**src/rtl/wf_fetch_arbiter.sv**
```systemverilog
// Per-wavefront fetch arbiter. Request pulses collect in a pending bitmap, and one
// wavefront at a time is offered to fetch in round-robin order over a registered valid/ready port.
module wf_fetch_arbiter #(
    parameter int WF_PER_CU    = 40,
    parameter int WF_ID_LENGTH = 6
) (
    input  logic                    clk,
    input  logic                    rst,
    input  logic [WF_PER_CU-1:0]    wave_valid_entries,
    input  logic                    wf_init_en,
    input  logic [WF_ID_LENGTH-1:0] wf_init_wfid,
    input  logic                    wf_halt_en,
    input  logic [WF_ID_LENGTH-1:0] wf_halt_wfid,
    input  logic                    fetch_ready,
    output logic                    fetch_req_valid,
    output logic [WF_ID_LENGTH-1:0] fetch_req_wfid,
    output logic [WF_PER_CU-1:0]    pending_bitmap
);

    logic [WF_PER_CU-1:0]    pend_q, pend_d;
    logic                    fetch_req_valid_q, fetch_req_valid_d;
    logic [WF_ID_LENGTH-1:0] fetch_req_wfid_q, fetch_req_wfid_d;
    logic [WF_ID_LENGTH-1:0] last_q, last_d;

    logic [WF_PER_CU-1:0]    set_vec, halt_vec, elig, grant_oh;
    logic                    hi_found, grant_found, xfer, free, halt_hits_out;
    logic [WF_ID_LENGTH-1:0] grant_id;

    // Ids at or beyond WF_PER_CU never match a slot, so they decode to nothing.
    always_comb begin
        set_vec  = wave_valid_entries;
        halt_vec = '0;
        for (int i = 0; i < WF_PER_CU; i++) begin
            if (wf_init_en && wf_init_wfid == WF_ID_LENGTH'(i)) set_vec[i] = 1'b1;
            if (wf_halt_en && wf_halt_wfid == WF_ID_LENGTH'(i)) halt_vec[i] = 1'b1;
        end
    end

    // Round-robin: lowest eligible id above last, else wrap to the lowest id at or below last.
    always_comb begin
        elig        = pend_q & ~halt_vec;
        hi_found    = 1'b0;
        grant_found = 1'b0;
        grant_id    = '0;
        for (int i = 0; i < WF_PER_CU; i++) begin
            if (!hi_found && elig[i] && WF_ID_LENGTH'(i) > last_q) begin
                hi_found = 1'b1;
                grant_id = WF_ID_LENGTH'(i);
            end
        end
        grant_found = hi_found;
        for (int i = 0; i < WF_PER_CU; i++) begin
            if (!grant_found && elig[i] && WF_ID_LENGTH'(i) <= last_q) begin
                grant_found = 1'b1;
                grant_id    = WF_ID_LENGTH'(i);
            end
        end
    end

    always_comb begin
        xfer              = fetch_req_valid_q & fetch_ready;
        free              = !fetch_req_valid_q | xfer;
        halt_hits_out     = wf_halt_en && (wf_halt_wfid == fetch_req_wfid_q);
        fetch_req_valid_d = fetch_req_valid_q;
        fetch_req_wfid_d  = fetch_req_wfid_q;
        last_d            = last_q;
        grant_oh          = '0;
        if (free) begin
            if (grant_found) begin
                fetch_req_valid_d  = 1'b1;
                fetch_req_wfid_d   = grant_id;
                last_d             = grant_id;
                grant_oh[grant_id] = 1'b1;
            end else begin
                fetch_req_valid_d = 1'b0;
            end
        end else if (halt_hits_out) begin
            // Stalled offer for a finished wavefront is withdrawn; a transfer would have won.
            fetch_req_valid_d = 1'b0;
        end
        // New requests outlive the grant clear; halts outrank everything.
        pend_d = ((pend_q & ~grant_oh) | set_vec) & ~halt_vec;
    end

    always_ff @(posedge clk or posedge rst) begin
        if (rst) begin
            pend_q            <= '0;
            fetch_req_valid_q <= 1'b0;
            fetch_req_wfid_q  <= '0;
            last_q            <= WF_ID_LENGTH'(WF_PER_CU - 1);
        end else begin
            pend_q            <= pend_d;
            fetch_req_valid_q <= fetch_req_valid_d;
            fetch_req_wfid_q  <= fetch_req_wfid_d;
            last_q            <= last_d;
        end
    end

    assign fetch_req_valid = fetch_req_valid_q;
    assign fetch_req_wfid  = fetch_req_wfid_q;
    assign pending_bitmap  = pend_q;

endmodule

```
**config.mk**
```make
export PLATFORM = sky130hd
export DESIGN_NAME = wf_fetch_arbiter
export DESIGN_NICKNAME = d
export VERILOG_FILES = /design/src/rtl/wf_fetch_arbiter.sv
export SDC_FILE = /design/constraint.sdc
export NUM_CORES = 1
export LEC_CHECK = 0
export ABC_CLOCK_PERIOD_IN_PS = 4800
export CAP_MARGIN = 20
export CORE_UTILIZATION = 45
export CTS_CLUSTER_DIAMETER = 40
export DETAILED_ROUTE_END_ITERATION = 16
export MAX_ROUTING_LAYER = met4
export PLACE_DENSITY = 0.7
export RECOVER_POWER = 100
export SLEW_MARGIN = 20
export SYNTH_ARGS = -nofsm -noshare
export SYNTH_HDL_FRONTEND = slang
export SYNTH_SLANG_ARGS = --single-unit
```
**constraint.sdc**
```tcl
create_clock -name clk -period 4.8 [get_ports clk]
set_input_delay 0.48 -clock clk [delete_from_list [all_inputs] [get_ports clk]]
set_output_delay 0.48 -clock clk [all_outputs]
set_load 0.02 [all_outputs]
```
==> results.yml <==
run_status:
  status: "complete, but fails checks"
  violations: "capacitance limit, slew limit"
placed_design:
  post-place-ws_ps: -256.6
  dp.cells: 1162
  dp_hpwl_um: 24490
  gp_congestion: 1.169
  portBuffers: 103
cells_and_area:
  finalNetCount: 1056
  post-route-util_pct: 66.56
  final_layout_size_suffix_gt1_share_pct: 24.30
  final_cells: 1172
  syn2layout_area_growth_pct: 42.54
  antenna_cells: 0
  multi_input_area_um2: 4400
  n_fill_cell: 1091
  regArea_um2: 1281
yosys:
  ys_seq_elements: 51
  synthDominantCellAreaShare_pct: 19.80
  syn_nets: 831
  synth-main-ff-cell: "dfrtp_1"
  syn_inst: 774
  synth_warnings: 0
  syn_area_um2: 5941
  yosysTopAreaCell: "dfrtp_1"
  ys_top_cells_by_area: "dfrtp_1, a21oi_1, o21ai_0, nor2_1, nor3_1"
  synth_edf_count: 0
  synth_most_common_cell: "a21oi_1"
  synth_cell_types: 101
  synthTopCellsByCount: "a21oi_1, nor2_1, o21ai_0"
  ys_seq_area_share_pct: 21.57
  avgSynthCellArea_um2: 7.675
  synthArstFlopShare_pct: 100.0
worst_setup_path:
  crit_path_end_kind: "flip-flop"
  slowest_stage: "clkdlybuf4s50_1"
  worstPathMaxFanout: 22
  setup.worst_path.start_class: "input port"
  worstPathRequired_ps: 5030
  path_cells: "clkdlybuf4s50_1 -> buf_4 -> nand3b_1 -> o221ai_1 -> nand3_1 -> nand2b_1 -> or3_1 -> a211o_1 -> o32a_1 -> o21ai_1 -> nand2b_1 -> buf_4 -> o21ai_1 -> a21oi_1"
  critPathMaxStageDelay_ps: 550
  arrival_ps: 4920
  criticalPathCategory: "input port to flip-flop"
timing:
  slew_viol_final: 52
  fin_setup_tns_ps: 0
  setup_ws_ps: 105.6
  hold_viol_final: 0
  fin_crit_sh_pct: 97.80
  setup_violations: 0
  max_slew.worst_pin.slew_ps: 2853
  period_needed_ps: 4694
  fin_worst_skew_ps: 7.989
  fmax_ghz: 0.2130
  slew_headroom_pct: -90.17
  rsz0062_at_grt: "yes"
global_routing:
  grt_max_degree: 52
  grt.total_usage_pct: 46.65
  grt_pass1_vias: 7871
  met1_usage_pct: 56.51
  grt_util_met3_pct: 9.629
  antenna_found_initial: 0
  overflow: 0
  grtUsageMet2_pct: 69.31
  top_usage_layer: "met2"
  grt_first_pass_wirelength_um: 45350
clock_tree:
  cts_tree: "yes"
  cts.path.max_buffers: 2
  holdBufCountCts: 0
  clock_latency_ps: 300
  numCtsBuffers: 5
  cts_root_buffer: "clkbuf_16"
  clk_pin_slew_worst_paths_ps: 70
  cts_htree_levels: 2
  clock-sinks: 51
routing:
  dr.pass1.iters: 8
  routedWlPerCell_um: 25.86
  via_per_inst: 7.052
  drcViolationCount: 0
  routed_wl_um: 30310
  drt_iter0_drc: 1091
  vias: 8265
  antenna_left: 0
hold_path:
  holdCritPathClass: "flip-flop to flip-flop"
die:
  die_w_um: 116.9
  fp-row-count: 41
  die_area_um2: 13660
  die_h_um: 116.9
  core-area_um2: 12720
  initial_core_util_pct: 46.70
  ios: 104
power:
  ir_drop_uv: 435.6
  powerDensity_nw_per_um2: 511.2
  leakage_nw: 3.173
run:
  cap_violations: 1
[critical path, delay by kind of cell]
kind	cells	cell delay (ps)
simple gates	5	1670
buf+inv	3	960
compound gates	6	1810
[final cells by class]
type / instances / area share, %
Sequential cell: 51 / 15.13
Timing Repair Buffer: 275 / 27.85
Clock buffer: 5 / 1.478
Tap cell: 172 / 2.541
Clock inverter: 3 / 0.2807
Inverter: 17 / 0.7535
Multi-Input combinational cell: 649 / 51.97
[power by group]
group / switching [W] / internal [W] / leakage [nW] / total [W]
registers: 0.000233 / 0.000539 / 0.481 / 0.000772
clock network: 0.000171 / 0.000195 / 0.0664 / 0.000367
logic: 0.00187 / 0.00132 / 2.63 / 0.00319
total: 0.00227 / 0.00205 / 3.17 / 0.00433
[flip-flops by register name (all words and copies together), names as in the netlist]
signal / count
last_q: 4
fetch_req_valid: 1
fetch_req_wfid: 6
pending_bitmap: 40
[metrics by stage]
step                total power [W]  instance area, um^2  hold WS [ps]
detailed placement         0.003773                 8202         538.5
finish                     0.004329                 8468         547.9
floorplan                  0.002256                 5941         631.3
CTS                        0.004156                 8351         555.5
global route               0.004489                 8468         558.0
global placement           0.003715                 8202         525.1
[cells in the final DEF, fill, tap and decap left out, types with 5 or more instances in the layout]
cell type and instances:
inv_1 16, nor4_1 11, or2_2 8, buf_4 168, a21oi_1 72, dlygate4sd3_1 47
o211ai_1 14, and3_1 9, nor3_1 31, nor3b_1 8, a211o_1 8, o22ai_1 5
o31a_1 8, dfrtp_1 47, nand3_1 19, nand4_1 16, clkdlybuf4s50_1 55, a211oi_1 11
clkbuf_16 5, nand2b_1 20, o31ai_1 6, o41ai_2 5, or4_1 8, o21a_1 13
o21ai_1 15, or3_1 7, nor2b_1 12, a21boi_1 6, nor2_1 62, and2_1 9
o221ai_1 11, and3b_1 7, a31oi_1 13, nand3b_1 6, nand2_1 36, a22oi_1 12
nand4b_1 5, a21o_1 16, o21ai_0 52
[repair_timing]
action,CTS,global route
setup endpoints to repair,0,40
gates resized for setup,0,22
setup buffers,0,2
[logic make-up (layout without fill, tap and decap cells)]
family,after synthesis,after routing,synth area share (%)
and+or+nand+nor,318,318,33.07
AOI/OAI and AO/OA,325,325,38.37
DFF,51,51,21.57
buffers and inverters,74,300,6.108
xor gates and xnor gates,6,6,0.8847
[metal layers]
| metal | wire (um) | share of wire, % | vias up |
|---|---|---|---|
| met3 | 3882 | 13 | 190 |
| met1 | 10840 | 36 | 3868 |
| li1 | - | - | 3494 |
| met5 | 0 | 0 | - |
| met2 | 13190 | 44 | 713 |
| met4 | 2389 | 7.9 | 0 |
[final timing paths]
kind	from	end	slack (ps)	depth (start not counted)
max	wf_halt_wfid[2]	pending_bitmap[29]$_DFF_PP0_	110	14
min	fetch_req_wfid[1]$_DFFE_PP0P_	fetch_req_wfid[1]$_DFFE_PP0P_	550	1
max reg2reg	last_q[2]$_DFFE_PP1P_	pending_bitmap[24]$_DFF_PP0_	140	16
min reg2reg	fetch_req_wfid[1]$_DFFE_PP0P_	fetch_req_wfid[1]$_DFFE_PP0P_	550	1
max in group asynchronous	rst	fetch_req_valid$_DFFE_PP0P_	1490	3
min in group asynchronous	rst	pending_bitmap[36]$_DFF_PP0_	1690	3
Note: power is estimated with default switching activity, not from simulation.
